File: config.mk
export PLATFORM = sky130hd
export DESIGN_NAME = seg7_serial_decoder
export DESIGN_NICKNAME = d
export VERILOG_FILES = /design/src/rtl/seg7_serial_decoder.sv
export SDC_FILE = /design/constraint.sdc
export NUM_CORES = 1
export LEC_CHECK = 0
export CAP_MARGIN = 15
export CORE_MARGIN = 4
export CORE_UTILIZATION = 45
export CTS_CLUSTER_DIAMETER = 50
export DETAILED_ROUTE_END_ITERATION = 10
export GPL_ROUTABILITY_DRIVEN = 0
export GPL_TIMING_DRIVEN = 0
export PLACE_DENSITY = 0.71
export SYNTH_ARGS = -nofsm -noshare
export SYNTH_HDL_FRONTEND = slang
export SYNTH_SLANG_ARGS = --single-unit
File: constraint.sdc
create_clock -name KEY -period 2.5 [get_ports KEY]
set_input_delay 0.25 -clock KEY [delete_from_list [all_inputs] [get_ports KEY]]
set_output_delay 0.25 -clock KEY [all_outputs]
set_load 0.01 [all_outputs]
File: src/rtl/seg7_serial_decoder.sv
// Receiver for the bit-serial 7-segment link: assembles {g..a} frames, decodes to a hex digit,
// flags illegal patterns and re-encodes onto HEX0. Define SEG_PARITY_EN for an 8th even-parity bit.
module seg7_serial_decoder #(
  parameter logic [6:0] BLANK_PAT = 7'b1111111,
  parameter logic [6:0] ERR_PAT   = 7'b0000110
) (
  input  logic [1:0] KEY,
  input  logic [9:0] SW,
  output logic [9:0] LEDR,
  output logic [6:0] HEX0
);

`ifdef SEG_PARITY_EN
  localparam int FRAME = 8;
`else
  localparam int FRAME = 7;
`endif
  localparam logic [3:0] FRAME_CNT = 4'(FRAME);

  typedef enum logic [1:0] {IDLE, RECV, DONE, ERR} state_t;

  logic clk;
  logic rst_n;
  logic sw_bit;
  logic restart;
  logic unused_sw;

  assign clk       = KEY[0];
  assign rst_n     = KEY[1];
  assign sw_bit    = SW[9];
  assign restart   = SW[8];
  assign unused_sw = &{1'b0, SW[7:0]};

  state_t             state_q, state_d;
  logic [FRAME-1:0]   shreg_q, shreg_d;
  logic [3:0]         count_q, count_d;
  logic [3:0]         digit_q, digit_d;
  logic               valid_q, valid_d;
  logic               err_q, err_d;
  logic [6:0]         hex_q, hex_d;
  logic               last_q, last_d;

  logic [FRAME-1:0]   frame_in;
  logic [4:0]         dec;
  logic               parity_ok;

  // Returns {legal, digit}; pattern bit0 is segment a.
  function automatic logic [4:0] decode(input logic [6:0] p);
    case (p)
      7'b1000000: decode = {1'b1, 4'h0};
      7'b1111001: decode = {1'b1, 4'h1};
      7'b0100100: decode = {1'b1, 4'h2};
      7'b0110000: decode = {1'b1, 4'h3};
      7'b0011001: decode = {1'b1, 4'h4};
      7'b0010010: decode = {1'b1, 4'h5};
      7'b0000010: decode = {1'b1, 4'h6};
      7'b1111000: decode = {1'b1, 4'h7};
      7'b0000000: decode = {1'b1, 4'h8};
      7'b0010000: decode = {1'b1, 4'h9};
      7'b0001000: decode = {1'b1, 4'hA};
      7'b0000011: decode = {1'b1, 4'hB};
      7'b1000110: decode = {1'b1, 4'hC};
      7'b0100001: decode = {1'b1, 4'hD};
      7'b0000110: decode = {1'b1, 4'hE};
      7'b0001110: decode = {1'b1, 4'hF};
      default:    decode = 5'b0_0000;
    endcase
  endfunction

  function automatic logic [6:0] encode(input logic [3:0] d);
    case (d)
      4'h0: encode = 7'b1000000;
      4'h1: encode = 7'b1111001;
      4'h2: encode = 7'b0100100;
      4'h3: encode = 7'b0110000;
      4'h4: encode = 7'b0011001;
      4'h5: encode = 7'b0010010;
      4'h6: encode = 7'b0000010;
      4'h7: encode = 7'b1111000;
      4'h8: encode = 7'b0000000;
      4'h9: encode = 7'b0010000;
      4'hA: encode = 7'b0001000;
      4'hB: encode = 7'b0000011;
      4'hC: encode = 7'b1000110;
      4'hD: encode = 7'b0100001;
      4'hE: encode = 7'b0000110;
      default: encode = 7'b0001110;
    endcase
  endfunction

  assign frame_in = {sw_bit, shreg_q[FRAME-1:1]};
  assign dec      = decode(frame_in[6:0]);
`ifdef SEG_PARITY_EN
  assign parity_ok = ~(^frame_in);
`else
  assign parity_ok = 1'b1;
`endif

  always_comb begin
    state_d = state_q;
    shreg_d = shreg_q;
    count_d = count_q;
    digit_d = digit_q;
    valid_d = valid_q;
    err_d   = err_q;
    hex_d   = hex_q;
    last_d  = sw_bit;
    // A restart, or any edge outside RECV, begins a fresh frame with this bit as segment a.
    if (restart || state_q != RECV) begin
      state_d = RECV;
      shreg_d = {sw_bit, {(FRAME-1){1'b0}}};
      count_d = 4'd1;
    end else begin
      shreg_d = frame_in;
      count_d = count_q + 4'd1;
      if (count_q + 4'd1 == FRAME_CNT) begin
        if (dec[4] && parity_ok) begin
          state_d = DONE;
          digit_d = dec[3:0];
          valid_d = 1'b1;
          err_d   = 1'b0;
          hex_d   = encode(dec[3:0]);
        end else begin
          state_d = ERR;
          valid_d = 1'b0;
          err_d   = 1'b1;
          hex_d   = ERR_PAT;
        end
      end
    end
  end

  always_ff @(posedge clk or negedge rst_n) begin
    if (!rst_n) begin
      state_q <= IDLE;
      shreg_q <= '0;
      count_q <= 4'd0;
      digit_q <= 4'd0;
      valid_q <= 1'b0;
      err_q   <= 1'b0;
      hex_q   <= BLANK_PAT;
      last_q  <= 1'b0;
    end else begin
      state_q <= state_d;
      shreg_q <= shreg_d;
      count_q <= count_d;
      digit_q <= digit_d;
      valid_q <= valid_d;
      err_q   <= err_d;
      hex_q   <= hex_d;
      last_q  <= last_d;
    end
  end

  assign LEDR = {last_q, count_q[2:0], err_q, valid_q, digit_q};
  assign HEX0 = hex_q;

endmodule
==> flow_metrics.tcl <==
set metrics [dict create \
    cp.required_ps 2690 \
    violations "negative hold slack" \
    ys_async_sr_fraction 1.00 \
    arrival_ps 2530 \
    tightest_slew_ps 556 \
    fmax_mhz 427 \
    wire_per_inst_um 15.6 \
    grt_pass1_vias 1541 \
    grt_max_degree 17 \
    die_w_um 69.8 \
    ys_types 57 \
    hpwl_mm 2.68 \
    slowest_delay_ps 400 \
    syn_avg_cell_area_um2 10.2 \
    r2r_end "HEX0[0]" \
    path_common_cell "inv_1" \
    grt_overflow_total 0 \
    cp_cell_sequence "buf_2, inv_1, a32oi_1, o22ai_1, a21oi_2, inv_1, ha_1, and3_2, o21ai_0, a22oi_2" \
    power_w 0.00143 \
    fp-row-count 22 \
    dieArea_um2 4870 \
    initial_core_util 0.466 \
    drc 0 \
    grt_usage 0.166 \
    crit_slowest_cell "dfrtp_1" \
    whs_ps -331 \
    fin_nets 218 \
    antenna_found_initial 0 \
    max-slew-margin-rel 0.628 \
    post_drt_via_cell_ratio 5.73 \
    io_pins 29 \
    hold_class "clk2async" \
    critPathCaptureType "register" \
    drv_cap 0 \
    syn_area_um2 1720 \
    rr_worst_depth 10 \
    fp.dieH_um 69.8 \
    drt_iter0_drc 49 \
    core_area_um2 3690 \
    skew_ps 7.40 \
    drtAntennaViolNets 0 \
    layout_min_cycle_time_ps 2340 \
    grt_pass1_wl_mm 6.47 \
    firstDrtPassIters 4 \
    path_max_fanout 10 \
    vias 1403 \
    p_leak_nw 0.895 \
    cts_tree "done" \
    outcome "complete, but fails checks" \
    slew_violations 0 \
    powerDensity_nw_per_um2 683 \
    synth_cells 169 \
    yosys_register_bits 25 \
    critical_path_class "reg2reg" \
    final-hold-violation-count 25 \
    drt-total-wl_mm 3.83 \
    vdd_drop_max_v 0.000699 \
    num_antenna_cells 0 \
    setup_viol 0 \
    r2r_start "shreg_q[4]" \
    synth_edf_count 0 \
    r2r_setup_slack_ps 160 \
    synth-main-ff-cell "dfrtp_1" \
    syn-num-nets 190 \
    min_period_over_period 0.937 \
    startpoint "shreg_q[4]" \
    final_common_cell "clkdlybuf4s50_1" \
    portBuffers 19 \
    area_growth_pct 21.9 \
    drive_gt1_frac 0.249 \
    start_kind "register" \
    seq_area_frac_synth 0.369 \
    mostFrequentLayoutCells "clkdlybuf4s50_1, dfrtp_1, nand2_1" \
    clkTransAtPathRegs_ps 100 \
    utilization 0.568 \
    clk_latency_ps 270 \
    num-fill-cells 332 \
    yosysWarnings 0 \
]
## flip-flops by register name, indices dropped and copies added (netlist names)
register / count
last_q: 1
digit_q: 4
state_q: 2
HEX0: 7
err_q: 1
shreg_q: 5
count_q: 4
valid_q: 1
## synth_stat cells (2+ instances only)
| cell | count | area [um^2] |
|---|---|---|
| dfrtp_1 | 18 | 450 |
| nand2_1 | 16 | 60.1 |
| nor2_1 | 12 | 45.0 |
| inv_1 | 10 | 37.5 |
| buf_6 | 9 | 101 |
| ha_1 | 9 | 113 |
| dfstp_2 | 7 | 184 |
| buf_4 | 6 | 45.0 |
| nand3_1 | 6 | 30.0 |
| a21oi_1 | 5 | 25.0 |
| a32oi_1 | 4 | 35.0 |
| and2_1 | 4 | 25.0 |
| nor3b_1 | 4 | 30.0 |
| mux2_4 | 3 | 45.0 |
| o21ai_0 | 3 | 15.0 |
| o21ai_1 | 3 | 15.0 |
| o22ai_1 | 3 | 18.8 |
| a22o_1 | 2 | 17.5 |
| nand2b_1 | 2 | 12.5 |
| nor4b_1 | 2 | 17.5 |
| o211ai_1 | 2 | 15.0 |
| o21a_1 | 2 | 15.0 |
| o31a_1 | 2 | 17.5 |
| xor2_1 | 2 | 17.5 |
## per-stage QoR
step / std cells / instance area (um^2) / worst slack (ps) / TNS, ps
floorplan: 169 / 1720 / 369 / 0
global placement: 236 / 1970 / -198 / -642
detailed placement: 236 / 1970 / -283 / -1080
CTS: 244 / 2080 / 29.5 / 0
global route: 245 / 2100 / -25.4 / -25.4
finish: 245 / 2100 / 158 / 0
## power breakdown
| part | internal (W) | total [W] | switching [W] |
|---|---|---|---|
| Combinational | 0.000190 | 0.000327 | 0.000137 |
| Sequential | 0.000479 | 0.000517 | 0.0000383 |
| Clock | 0.000245 | 0.000587 | 0.000343 |
## worst max-delay path, delay by kind of cell (launching register included)
kind | cells | cell delay, ps
and+or+nand+nor | 1 | 180
AOI/OAI and AO/OA | 5 | 900
DFF | 1 | 400
adders and majority gates | 1 | 250
buffers and inverters | 3 | 500
## per-layer routing
metal / global-route usage / share of wire / vias up
li1: - / - / 650
met1: 0.175 / 0.43 / 691
met2: 0.272 / 0.50 / 51
met3: 0.0536 / 0.048 / 11
met4: 0.128 / 0.024 / 0
met5: 0 / 0 / -
## what timing repair did
action / 4_1_cts / 5_1_grt
setup buffers: 0 / 1
endpoints found under the setup margin: 1 / 5
hold buffers: 0 / 0
gates resized for setup: 1 / 1
pin swaps: 0 / 1
## worst max-delay path by stage
| stage | endpoint | slack [ps] |
|---|---|---|
| 6_report | HEX0[0] | 160 |
| 5_1_grt | HEX0[0] | -30 |
| 4_1_cts | HEX0[0] | 30 |
| 3_5_place_dp | HEX0[0] | -280 |
| 3_3_place_gp | HEX0[0] | -200 |
| 2_1_floorplan | HEX0[1] | 370 |
## cell type report
type	instances	area, um^2	area share
multi-input cells	116	900	0.429
flip-flops and latches	25	634	0.303
repair buffers	20	198	0.0943
plain buffers	17	155	0.0740
clock buffers	6	82.6	0.0394
well taps	48	60.1	0.0287
inverters	11	41.3	0.0197
clock inverters	2	25.0	0.0119
## cells by family after synthesis
| group | synth area share |
|---|---|
| flops | 0.369 |
| simple gates | 0.202 |
| buf+inv | 0.114 |
| xor+xnor | 0.0153 |
| fa+ha+maj | 0.0655 |
| compound gates | 0.189 |
| mux | 0.0451 |
Note: power is estimated with default switching activity, not from simulation.
